$ cat src/rtl/cpu_ififo_pkg.sv
`default_nettype none
// ============================================================================
// Module      : cpu_ififo_pkg
// Description : Shared constants and helpers for the moxie instruction FIFO:
//               default depth, the list of long-form opcode bytes and the
//               head-halfword length function.
// Revision    : 1.0 - initial release
// ============================================================================
package cpu_ififo_pkg;

    localparam int c_depth_default = 16;

    // High bytes of opcodes that carry a trailing 32-bit immediate
    localparam int c_num_long_ops = 17;
    localparam logic [7:0] c_long_ops [c_num_long_ops] = '{
        8'h01, 8'h03, 8'h08, 8'h09, 8'h0C, 8'h0D, 8'h1A, 8'h1B, 8'h1D,
        8'h1F, 8'h20, 8'h22, 8'h24, 8'h36, 8'h37, 8'h38, 8'h39
    };

    // Instruction length in halfwords for a given head halfword: 3 or 1
    function automatic logic [1:0] is_long(input logic [15:0] h);
        logic hit;
        hit = 1'b0;
        for (int i = 0; i < c_num_long_ops; i++) begin
            if (h[15:8] == c_long_ops[i]) begin
                hit = 1'b1;
            end
        end
        return (hit && !h[15]) ? 2'd3 : 2'd1;
    endfunction

endpackage
`default_nettype wire

$ cat src/rtl/cpu_ififo_lendec.sv
`default_nettype none
// ============================================================================
// Module      : cpu_ififo_lendec
// Description : Combinational instruction length decoder for the head
//               halfword of the instruction FIFO (1 or 3 halfwords).
// Revision    : 1.0 - initial release
// ============================================================================
module cpu_ififo_lendec
    import cpu_ififo_pkg::*;
(
    input  logic [15:0] head,
    output logic [1:0]  len
);

    // Length follows purely from the opcode's high byte
    assign len = is_long(head);

endmodule
`default_nettype wire

$ cat src/rtl/cpu_ififo.sv
`default_nettype none
// ============================================================================
// Module      : cpu_ififo
// Description : Instruction FIFO between fetch and decode. Accepts 32-bit
//               big-endian words, stores halfwords, and pops one complete
//               instruction (opcode plus optional 32-bit operand) per read.
//               Optional macro IFIFO_ZERO_OPERAND_EN: short pops clear
//               operand_o instead of holding it.
// Revision    : 1.0 - initial release
// ============================================================================
module cpu_ififo
    import cpu_ififo_pkg::*;
#(
    parameter int DEPTH = c_depth_default
)(
    input  logic        clk_i,
    input  logic        rst_i,
    input  logic        write_en_i,
    input  logic        read_en_i,
    input  logic [31:0] data_i,
    output logic [15:0] opcode_o,
    output logic [31:0] operand_o,
    output logic        valid_o,
    output logic        empty_o,
    output logic        full_o
);

    localparam int c_ptr_w = $clog2(DEPTH);
    localparam int c_cnt_w = c_ptr_w + 1;

    logic [15:0]        r_mem [DEPTH];
    logic [c_ptr_w-1:0] r_rd_ptr;
    logic [c_ptr_w-1:0] r_wr_ptr;
    logic [c_cnt_w-1:0] r_count;

    logic [c_ptr_w-1:0] w_rd_ptr1;
    logic [c_ptr_w-1:0] w_rd_ptr2;
    logic [c_ptr_w-1:0] w_wr_ptr1;
    logic [15:0]        w_head;
    logic [1:0]         w_len;
    logic [c_cnt_w-1:0] w_len_cnt;
    logic               w_full;
    logic               w_wr_acc;
    logic               w_pop;
    logic [c_cnt_w-1:0] w_count_next;

    assign w_rd_ptr1 = r_rd_ptr + c_ptr_w'(1);
    assign w_rd_ptr2 = r_rd_ptr + c_ptr_w'(2);
    assign w_wr_ptr1 = r_wr_ptr + c_ptr_w'(1);
    assign w_head    = r_mem[r_rd_ptr];

    cpu_ififo_lendec u_lendec (
        .head (w_head),
        .len  (w_len)
    );

    assign w_len_cnt = c_cnt_w'(w_len);

    // Fewer than two free slots means a whole word cannot be taken
    assign w_full   = (r_count > c_cnt_w'(DEPTH - 2));
    assign w_wr_acc = write_en_i && !w_full;
    // Only pop when every halfword of the head instruction is present
    assign w_pop    = read_en_i && (r_count >= w_len_cnt);

    assign empty_o = (r_count == '0);
    assign full_o  = w_full;

    // Next occupancy from pre-edge count, accepted write and pop length
    always_comb begin
        w_count_next = r_count;
        if (w_wr_acc) begin
            w_count_next = w_count_next + c_cnt_w'(2);
        end
        if (w_pop) begin
            w_count_next = w_count_next - w_len_cnt;
        end
    end

    // Halfword storage: earlier halfword (upper bits) goes first
    always_ff @(posedge clk_i) begin
        if (w_wr_acc) begin
            r_mem[r_wr_ptr]  <= data_i[31:16];
            r_mem[w_wr_ptr1] <= data_i[15:0];
        end
    end

    // Pointer and occupancy bookkeeping
    always_ff @(posedge clk_i or posedge rst_i) begin
        if (rst_i) begin
            r_rd_ptr <= '0;
            r_wr_ptr <= '0;
            r_count  <= '0;
        end else begin
            if (w_wr_acc) begin
                r_wr_ptr <= r_wr_ptr + c_ptr_w'(2);
            end
            if (w_pop) begin
                r_rd_ptr <= r_rd_ptr + c_ptr_w'(w_len);
            end
            r_count <= w_count_next;
        end
    end

    // Registered instruction outputs, valid for one cycle per pop
    always_ff @(posedge clk_i or posedge rst_i) begin
        if (rst_i) begin
            opcode_o  <= '0;
            operand_o <= '0;
            valid_o   <= 1'b0;
        end else begin
            valid_o <= w_pop;
            if (w_pop) begin
                opcode_o <= w_head;
                if (w_len == 2'd3) begin
                    operand_o <= {r_mem[w_rd_ptr1], r_mem[w_rd_ptr2]};
                end else begin
`ifdef IFIFO_ZERO_OPERAND_EN
                    operand_o <= 32'h0;
`else
                    operand_o <= operand_o;
`endif
                end
            end
        end
    end

endmodule
`default_nettype wire

$ cat config.mk
export PLATFORM = sky130hd
export DESIGN_NAME = cpu_ififo
export DESIGN_NICKNAME = d
export VERILOG_FILES = /design/src/rtl/cpu_ififo_pkg.sv /design/src/rtl/cpu_ififo_lendec.sv /design/src/rtl/cpu_ififo.sv
export SDC_FILE = /design/constraint.sdc
export NUM_CORES = 1
export LEC_CHECK = 0
export BUFFER_PORTS_ARGS = -buffer_cell sky130_fd_sc_hd__buf_2
export CAP_MARGIN = 20
export CORE_ASPECT_RATIO = 2
export CORE_MARGIN = 2
export CORE_UTILIZATION = 56
export DETAILED_ROUTE_END_ITERATION = 8
export PLACE_DENSITY = 0.77
export SYNTH_ARGS = -nofsm -noshare
export SYNTH_HDL_FRONTEND = slang
export SYNTH_SLANG_ARGS = --single-unit
$ cat constraint.sdc
create_clock -name clk_i -period 5.15 [get_ports clk_i]
set_input_delay 0.515 -clock clk_i [delete_from_list [all_inputs] [get_ports clk_i]]
set_output_delay 0.515 -clock clk_i [all_outputs]
set_load 0.005 [all_outputs]
==> run summary <==
Setup TNS - 0 ns
Synth Net Count - 851
Top FF cell, synth - edfxtp_1
Via Count - 8957
CP Launch Type - register
Row count - 88
MaxCap Viol Count - 0
Leak - 6.150 nW
Post-synth cell types - 52
Top-count cell post-synth - edfxtp_1
Largest net degree at the start of global routing - 62
Fin util - 63.44%
Design area - 18300 µm²
Global-route wire length before repair - 56590 µm
Clock Skew - 0.01329 ns
Slew HR - 33.97%
Fin crit period - 4.619 ns
H-tree depth - 1
R2R Setup Slk - 0.53 ns
Outcome - finished, final reports clean
Critical path endpoint category - register
RSZ-0062 raised after global routing - false
Die width - 124.8 µm
Ys async rst share - 19.24%
Top-area cell type share of the netlist area - 47.02%
Routed Antenna Nets - 0
Gp weighted congestion - 0.8089
HPWL after DPL - 24690 µm
Min-Delay Path Class - in -> async
Synth top area cells - edfxtp_1 (47%), mux4_2 (32%), dfrtp_1 (9.3%)
Post-CTS Setup Inserts - 0
Area delta synth->final - 11.93%
Cell Area, Placed - 17290 µm²
Vias in the first global route - 9528
TritonCTS buffer count - 29
Total GRT Usage - 24.73%
Post_cts resized - 0
Die Height - 245.6 µm
First-pass DRT Iterations - 5
Worst EP arrival - 5.07 ns
Hold_buf cts - 0
Synthesized area - 16350 µm²
Seq cells post-synth - 317
Sink Count - 317
Synth area leader - edfxtp_1
Number of synthesized flops with an enable pin - 256
Starting Density - 56.68%
Synth Warn # - 0
Core Box Area - 28850 µm²
Inst Count DP - 1225
Fin cells - 1280
Max Fclk - 216.5 MHz
Final hold vios - 0
Clock latency at the later pin of the worst-skew pair - 0.57 ns
Grt ovf - 0
Seq/Total Area, Yosys - 56.36%
Number of port buffers - 86
Reg2Reg Depth - 17
Initial antenna violation count - 2
WL final - 37340 µm
Finish-stage setup viols - 0
PD cells - 625.5 nW/µm²
TritonCTS clock tree - yes
FF-to-FF Start - r_rd_ptr[2]
CTS root buffer - clkbuf_16
Final Slew Violations - 0
WL/cell - 29.17 µm
Post-layout net count - 941
Layout cells sized above 1 - 50.60%
Worst-path clk slew - 0.07 ns
CP Launch Point - r_rd_ptr[2]
CP Data Required Time - 5.60 ns
RR Endpoint - operand_o[31]
Cell count after synthesis - 806
DIE AREA - 30660 µm²
I/O pin count - 87
Via/cell ratio - 6.998
DRC viols - 0
Synth cell count leaders - edfxtp_1 (256), mux4_2 (230), dfrtp_1 (61)
Crit path max fanout - 18
Worst Tran Pin Value - 0.9850 ns
CTS Buffer Depth - 3
Critical path class - reg -> reg
Peak supply drop - 508.9 µV
Syn avg cell area - 20.28 µm²
DRT iter0 DRCs - 868
Final period util - 89.70%
layout by cell type (no fill, tap or decap), types with 10 or more instances in the layout:
cell type and instances:
buf_2 86, buf_4 37, clkbuf_16 29, dfrtp_1 58, edfxtp_1 256, mux2_2 15
mux2_4 24, mux4_2 230, nand2_1 37, nor2_1 11, o21ai_0 10
through the flow:
step / power [mW] / hold slack (ns) / setup WS (ns)
6_report: 11.45 / 0.2021 / 0.5306
5_1_grt: 11.97 / 0.2184 / 0.2353
4_1_cts: 11.54 / 0.1978 / 0.5294
3_5_place_dp: 9.284 / 0.4666 / 0.5430
3_3_place_gp: 9.153 / 0.4600 / 0.6119
2_1_floorplan: 7.748 / 0.4699 / 0.1281
registers in the layout (all words and copies together), names as in the netlist:
register and cells:
valid_o 1, r_rd_ptr 4, operand_o 32, opcode_o 16, r_mem 256, r_wr_ptr 3, r_count 5
metal layers:
layer | share of wire (%) | track usage, % | up-vias
met1 | 33 | 28.79 | 4821
met3 | 6.7 | 4.178 | 90
met4 | 4.0 | 10.49 | 2
met2 | 56 | 45.24 | 374
met5 | 0.029 | 0 | -
li1 | - | - | 3670
final cells by class:
type,count,area [µm²]
clock inverters,13,190.2
flip-flops and latches,317,9223
diodes,1,2.502
fillers,1991,10550
clock buffers,41,820.8
repair buffers,123,708.2
multi-input cells,419,6883
inverters,6,22.52
well taps,360,450.4
critical path, stage by stage (launching register included):
cell and delay (ns):
dfrtp_2 0.75, buf_4 0.26, mux4_2 0.51, a22o_1 0.29, a31oi_4 0.23, xnor2_1 0.16
a311oi_2 0.16, a21oi_1 0.22, nand2_1 0.16, ha_1 0.31, a21oi_1 0.06, nand2_1 0.07
nand2_1 0.09, inv_1 0.13, nand2_1 0.10, a211oi_4 0.18, buf_4 0.41, mux2_2 0.38
cells by family (layout without fill, tap and decap cells):
logic type,count (synthesis),after routing,synth area share [%]
buffers and inverters,70,183,2.158
other,0,1,0
AOI/OAI and AO/OA,36,36,1.753
xor gates and xnor gates,14,14,0.7499
DFF,317,317,56.36
and+or+nand+nor,78,78,2.342
adders and majority gates,9,9,0.7806
muxes,282,282,35.86
how the worst max path moves through the flow:
stage / depth (start not counted) / to / slack [ns]
after global routing: 18 / operand_o[31] / 0.24
after detailed placement: 17 / operand_o[20] / 0.54
after floorplan: 5 / r_mem[0][0] / 0.13
after CTS: 17 / operand_o[31] / 0.53
final: 17 / operand_o[31] / 0.53
after global placement: 17 / operand_o[31] / 0.61
power breakdown:
| part | internal (mW) | total (mW) | leakage (nW) | switching, mW |
|---|---|---|---|---|
| Sequential | 3.08 | 3.49 | 3.03 | 0.407 |
| Combinational | 3.10 | 5.70 | 2.64 | 2.60 |
| Clock | 1.32 | 2.26 | 0.485 | 0.942 |
| Total | 7.50 | 11.4 | 6.15 | 3.95 |
No activity file was read; power rests on OpenSTA's default activity.
